`src/rtl/s7_pkg.sv`:
```
// Shared definitions for the seven-segment display path: converter FSM
// encodings and elaboration-time sizing helpers.
package s7_pkg;

    localparam logic [1:0] ST_IDLE_ENC  = 2'd0;
    localparam logic [1:0] ST_SHIFT_ENC = 2'd1;
    localparam logic [1:0] ST_DONE_ENC  = 2'd2;

    typedef enum logic [1:0] {
        IDLE  = ST_IDLE_ENC,
        SHIFT = ST_SHIFT_ENC,
        DONE  = ST_DONE_ENC
    } state_t;

    // Largest value representable with the given number of decimal digits.
    function automatic logic [63:0] max_dec_value(input int digits);
        logic [63:0] p;
        p = 64'd1;
        for (int i = 0; i < digits; i++) begin
            p = p * 64'd10;
        end
        return p - 64'd1;
    endfunction

    function automatic int cnt_width(input int bin_width);
        return $clog2(bin_width + 1);
    endfunction

endpackage

```
`src/rtl/bcd_digit_adj.sv`:
```
// Double-dabble digit correction: a BCD digit of 5 or more gets +3 so the
// following left shift carries correctly into the next decade.
module bcd_digit_adj (
    input  logic [3:0] digit,
    output logic [3:0] digit_adj
);

    assign digit_adj = (digit >= 4'd5) ? (digit + 4'd3) : digit;

endmodule

```
`src/rtl/bin2bcd_seq.sv`:
```
// Sequential shift-and-add-3 binary-to-BCD converter feeding s7_display.
// Build option: BCD_OVERFLOW_SATURATE_EN forces all-9 digits on overflow.
module bin2bcd_seq
    import s7_pkg::*;
#(
    parameter int DISPLAYS_NUM = 4,
    parameter int BIN_WIDTH    = 14
) (
    input  logic                      i_clk,
    input  logic                      i_rst,
    input  logic [BIN_WIDTH-1:0]      i_bin,
    input  logic                      i_valid,
    output logic                      o_ready,
    output logic [DISPLAYS_NUM*4-1:0] o_bcd_data,
    output logic                      o_valid,
    output logic                      o_overflow
);

    localparam int              BCD_W        = DISPLAYS_NUM * 4;
    localparam int              CNT_W        = cnt_width(BIN_WIDTH);
    localparam logic [63:0]     MAX_DEC      = max_dec_value(DISPLAYS_NUM);
    localparam logic [63:0]     BIN_MAX      = (64'd1 << BIN_WIDTH) - 64'd1;
    localparam bit              OVF_POSSIBLE = (BIN_MAX > MAX_DEC);
    localparam logic [CNT_W-1:0] CNT_LOAD    = CNT_W'(BIN_WIDTH);

    state_t               state, state_nxt;
    logic [CNT_W-1:0]     cnt;
    logic [BIN_WIDTH-1:0] bin_sr;
    logic [BCD_W-1:0]     bcd_sr;
    logic [BCD_W-1:0]     bcd_adj;
    logic                 ovf_lat;
    logic                 ovf_cmp;
    logic                 accept;

`ifdef BCD_OVERFLOW_SATURATE_EN
    function automatic logic [BCD_W-1:0] sat_bcd(input logic [BCD_W-1:0] v,
                                                 input logic ovf);
        return ovf ? {DISPLAYS_NUM{4'h9}} : v;
    endfunction
`endif

    // Narrow widths can never exceed the display range; keep the flag at 0.
    generate
        if (OVF_POSSIBLE) begin : g_ovf
            assign ovf_cmp = (64'(i_bin) > MAX_DEC);
        end else begin : g_no_ovf
            assign ovf_cmp = 1'b0;
        end
    endgenerate

    for (genvar d = 0; d < DISPLAYS_NUM; d++) begin : g_adj
        bcd_digit_adj u_adj (
            .digit     (bcd_sr[4*d +: 4]),
            .digit_adj (bcd_adj[4*d +: 4])
        );
    end

    always_ff @(posedge i_clk) begin
        if (i_rst) begin
            state <= IDLE;
        end else begin
            state <= state_nxt;
        end
    end

    always_comb begin
        state_nxt = state;
        o_ready   = 1'b0;
        case (state)
            IDLE: begin
                o_ready = 1'b1;
                if (i_valid) state_nxt = SHIFT;
            end
            SHIFT: begin
                if (cnt == CNT_W'(1)) state_nxt = DONE;
            end
            DONE: begin
                o_ready   = 1'b1;
                state_nxt = i_valid ? SHIFT : IDLE;
            end
            default: state_nxt = IDLE;
        endcase
        accept = o_ready && i_valid;
    end

    always_ff @(posedge i_clk) begin
        if (i_rst) begin
            cnt        <= '0;
            bin_sr     <= '0;
            bcd_sr     <= '0;
            ovf_lat    <= 1'b0;
            o_bcd_data <= '0;
            o_overflow <= 1'b0;
            o_valid    <= 1'b0;
        end else begin
            o_valid <= 1'b0;
            if (state == SHIFT) begin
                // The top scratch bit falls off, leaving value mod 10^DISPLAYS_NUM.
                bcd_sr <= BCD_W'({bcd_adj, bin_sr[BIN_WIDTH-1]});
                bin_sr <= {bin_sr[BIN_WIDTH-2:0], 1'b0};
                cnt    <= cnt - CNT_W'(1);
            end
            if (state == DONE) begin
`ifdef BCD_OVERFLOW_SATURATE_EN
                o_bcd_data <= sat_bcd(bcd_sr, ovf_lat);
`else
                o_bcd_data <= bcd_sr;
`endif
                o_overflow <= ovf_lat;
                o_valid    <= 1'b1;
            end
            if (accept) begin
                bin_sr  <= i_bin;
                bcd_sr  <= '0;
                ovf_lat <= ovf_cmp;
                cnt     <= CNT_LOAD;
            end
        end
    end

endmodule

```
`config.mk`:
```
export PLATFORM = sky130hd
export DESIGN_NAME = bin2bcd_seq
export DESIGN_NICKNAME = d
export VERILOG_FILES = /design/src/rtl/s7_pkg.sv /design/src/rtl/bcd_digit_adj.sv /design/src/rtl/bin2bcd_seq.sv
export SDC_FILE = /design/constraint.sdc
export NUM_CORES = 1
export LEC_CHECK = 0
export BUFFER_PORTS_ARGS = -buffer_cell sky130_fd_sc_hd__buf_2
export CORE_MARGIN = 2
export CORE_UTILIZATION = 45
export DETAILED_ROUTE_END_ITERATION = 10
export PLACE_DENSITY = 0.74
export SLEW_MARGIN = 30
export SYNTH_ARGS = -nofsm -noshare
export SYNTH_HDL_FRONTEND = slang
export SYNTH_SLANG_ARGS = --single-unit
```
`constraint.sdc`:
```
create_clock -name i_clk -period 1.8 [get_ports i_clk]
set_input_delay 0.18 -clock i_clk [delete_from_list [all_inputs] [get_ports i_clk]]
set_output_delay 0.18 -clock i_clk [all_outputs]
set_load 0.01 [all_outputs]
```
Yosys cells after proc, flatten, opt, wreduce, memory -nomap -nowiden
Cells that the tools add are included.

Flip-flop bits (word level): 55. Input port bits: 17. Output and inout port bits: 19. Logic and storage cells: 44.

Add/sub/neg operators: 5. Magnitude comparators: 5. Equal/unequal tests: 5. Mux-type cells: 14. Reductions and logical operators: 6.

Operator list (number): $mux 14 (2); $mux 4 (5); $ge 4x3->1 const B (4); $gt 14x14->1 const B (1); $add 4x2->4 const B (3); $pmux 2 s3 (1); $eq 4x1->1 const B (1); $mux 2 (2); $ne 2x2->1 const B (2); $reduce_or 2->1 (2); $sub 4x1->4 const B (1); $add 3x2->3 const B (1); $mux 1 (3); $mux 3 (1); $eq 2x1->1 const B (1); $eq 2x2->1 const B (1); $logic_not 2->1 (1); $reduce_and 2->1 (1); $reduce_bool 2->1 (1); $logic_and 1x1->1 (1).

Logic depth before layout (Yosys ltp)
Depth in word-level cells: 5. Gate-level depth with buffers: 6. Gate-level depth less buffers: 6.

Cells and area by module
Synthesis repeated with hierarchy kept, for this count alone.

Cell total of the unflattened synthesis: 316. Area, all modules: 2483.6 um^2.

Modules (own cells, without submodules): bin2bcd_seq (instances 1, cells an instance 252, area an instance 2078.2 um^2, sequential area each 1101.1 um^2); bcd_digit_adj (instances 4, cells an instance 16, area an instance 101.3 um^2, sequential area each 0.0 um^2).

Least setup slack after synthesis
No wires, ideal clock.

Path kind: register to register. Start: register bcd_sr[5]. End: register bcd_sr[5]. Setup time: 0.123 ns. Arrival: 1.216 ns. Required time: 1.677 ns. Path slack: 0.461 ns. Stages on the path, launching flop included: 7. Path buffers: 0. Clock period less this slack: 1.339 ns. Path through: dfxtp_1 inv_1 ha_1 nand2b_1 a21oi_1 mux2i_1 o31ai_1.

Longest elaborated chain between the ends: 2.

Ends and longest elaborated chain: start: declaration (line bin2bcd_seq.sv:29) `logic [BCD_W-1:0] bcd_sr;`; start signal: assignment (line bin2bcd_seq.sv:99) `bcd_sr <= BCD_W'({bcd_adj, bin_sr[BIN_WIDTH-1]});`; $ge 4x3->1 (line bcd_digit_adj.sv:8) `assign digit_adj = (digit >= 4'd5) ? (digit + 4'd3) : digit;`; $mux 4 (line bcd_digit_adj.sv:8).

No other way between the ends. A chain may end at the register's enable or synchronous reset.

Worst setup path after layout
Start: register bcd_sr[1]. End: register bcd_sr[1].

Same word-level chain as after synthesis.

==> flow_summary.toml <==
[outcome]
outcome = "completed"

[synthesis]
synth_top_area_frac = 0.4247
synthAdderAreaFrac = 0.04826
synth_top_family_by_area = "simple AND/OR/NAND/NOR gates"
synthMuxAreaShare = 0.02317
async_flop_share = 0
yosys_register_bits = 55
ys_top_cells_by_area = "dfxtp_1 42%, nand2_1 11%, a311oi_2 6.9%, a21oi_1 6.6%, ha_1 4.8%"
yosys.area_share.simple = 0.2186
syn_nets = 337
yosys.cell_types.count = 31
synth_xor_xnor_area_share = 0.01689
synth_area_um2 = 2592
ys_warn_count = 0
yosysTopAreaCell = "dfxtp_1"
synth_ff_type = "dfxtp_1"
ys_seq_area_frac = 0.4247
synth_compound_area_frac = 0.1984
syn_inst = 310
syn_area_per_cell_um2 = 8.363
synth_edf_count = 0

[pwr]
p_total_mw = 2.231
peakVddDrop_v = 0.0006520
power.density_nw_per_um2 = 761.5
p_leak_nw = 1.141

[worst_setup_path]
cp-startpoint = "bcd_sr[1]$_SDFFE_PP0P_"
crit_type = "reg2reg"
path_depth = 6
slowest_stage = "dfxtp_1"
cpLargestDelayFamily = "compound AO/OA/AOI/OAI gates"
cp.required_ps = 2010
reg2reg_depth = 6
cp-start-kind = "flop"
cp-end-kind = "flop"
crit_arrival_ps = 1770
rr_startpoint = "bcd_sr[1]$_SDFFE_PP0P_"
max_stage_delay_ps = 390
path_cells = "inv_1 > ha_1 > nand2b_1 > a21oi_1 > mux2i_1 > o31ai_1"
path_buf_inv = 1
crit_fanout = 4

[global_routing]
grt_pass1_vias = 2182
overflow = 0
antenna_found_initial = 0
grt_pass1_wl_um = 9384
grt_usage = 0.1810
use_met2 = 0.3158
grt.busiest_layer = "met2"
grt_max_degree = 31
use_met1 = 0.2222
grt_use_met3 = 0.03620

[timing]
fmax_mhz = 638.4
slew_headroom = 0.7734
final.setup.worst_slack_ps = 233.5
hold_violations = 0
maxSlewViolCount = 0
setup_viol = 0
finalCriticalPeriod_ps = 1566
worst_pin_slew_ps = 339.9
fin_setup_tns_ps = 0
fin_worst_skew_ps = 15.17
fin_crit_sh = 0.8703
rsz0062_at_grt = "no"

[hold_path]
hold-path-cell-count = 2
min_from = "i_rst"
hold_class = "in2reg"

[floorplan]
core-area_um2 = 5540
rows = 27
initial_utilization = 0.4679
die_w_um = 79.90
fp.dieArea_um2 = 6384
io_pins = 36
die_y_um = 79.90

[place]
hpwl_um = 3676
place_inst = 409
gp_congestion = 0.7945
post-place-ws_ps = 257.7
place_area_um2 = 2841
io_buffers = 35

[clock_network]
cts-resized-gates = 0
clockBufferDepth = 2
cts_tree = "built"
clock_latency_ps = 310
root_buffer = "clkbuf_8"
clk_transition_reported_paths_ps = 100
htreeDepth = 2
cts_num_sinks = 55
cts_made_buffers = 5
postCtsSetupRepairBufs = 0
hold_buffers = 0

[routing]
vias_per_cell = 5.201
drtIter0Drc = 75
vias = 2169
ant_nets = 0
drc = 0
first_pass_iters = 4
routed_wl_um = 5268
wl_per_cell_um = 12.63

[cells_and_area]
n_antenna_cell = 0
finalInstanceArea_um2 = 2930
syn_to_final_growth_pct = 13.03
fin_cells = 417
fin_nets = 371
drive_above_1_share = 0.2087

[flow_run]
maxCapViolations = 0
[registers in the layout, summed over array words and instances (netlist names)]
| signal | flops |
|---|---|
| ovf_lat | 1 |
| state | 2 |
| o_bcd_data | 16 |
| o_overflow | 1 |
| cnt | 4 |
| bcd_sr | 16 |
| bin_sr | 14 |
| o_valid | 1 |
[per-layer routing]
layer	routed length, um	part of all wire
met1	2516	0.48
met2	2524	0.48
met3	163	0.031
met4	63	0.012
met5	0	0
[area by class of cell]
class                   count  area, um^2
repair buffers             48       285.3
clock inverters             2       16.27
fillers                   531        2610
inverters                  14       52.55
clock buffers               6       72.57
well taps                  72       90.09
flip-flops and latches     55        1101
multi-input cells         220        1313
[power breakdown]
group | internal [mW] | switching (mW)
sequential | 1.26 | 0.0285
clock | 0.280 | 0.403
combinational | 0.103 | 0.158
[worst register-to-register path, cell delays in order (launching register included)]
cell,delay (ps)
dfxtp_1,390
inv_1,90
ha_1,170
nand2b_1,150
a21oi_1,320
mux2i_1,250
o31ai_1,90
[cells by family after synthesis]
logic type / count (synthesis)
DFF: 55
and+or+nand+nor: 129
buffers and inverters: 35
muxes: 6
adders and majority gates: 10
xor gates and xnor gates: 5
AOI/OAI and AO/OA: 70
[stage by stage]
stage / util / hold slack, ps
after floorplan: - / 352.9
after global placement: 0.5129 / 439.1
after global routing: 0.5289 / 146.2
final: 0.5289 / 123.3
after CTS: 0.5289 / 121.0
after detailed placement: 0.5129 / 444.3
[Yosys cell counts (all sizes together), types with 2 or more instances]
cell type / count
nand3: 6
dfxtp: 55
o21ai: 9
a211o: 3
nand2: 78
o211ai: 3
xor2: 4
buf: 17
mux2i: 6
o32ai: 3
ha: 10
nor2: 22
a21oi: 34
nor3: 2
nand2b: 5
clkbuf: 4
nor4: 12
o31ai: 5
nor2b: 3
inv: 14
a311oi: 12
[worst paths after layout]
| path | endpoint | slack (ps) |
|---|---|---|
| setup / recovery | bcd_sr[1]$_SDFFE_PP0P_ | 230 |
| hold / removal | state[0]$_SDFFE_PP0P_ | 120 |
| setup reg to reg | bcd_sr[1]$_SDFFE_PP0P_ | 230 |
| hold reg to reg | o_overflow$_SDFFE_PP0N_ | 460 |
[placed cells by master (no fill, tap or decap), types with 2 or more instances in the layout]
cell type and n:
a211o_1 3, a21oi_1 34, a311oi_2 12, buf_2 35, buf_4 12, clkbuf_8 5
dfxtp_1 55, ha_1 10, inv_1 13, mux2i_1 6, nand2_1 77, nand2b_1 5
nand3_1 6, nor2_1 22, nor2b_2 2, nor3_1 2, nor4_1 11, o211ai_1 3
o21ai_0 8, o31ai_1 5, o32ai_1 3, xor2_1 4
(Power assumes the default switching activity.)
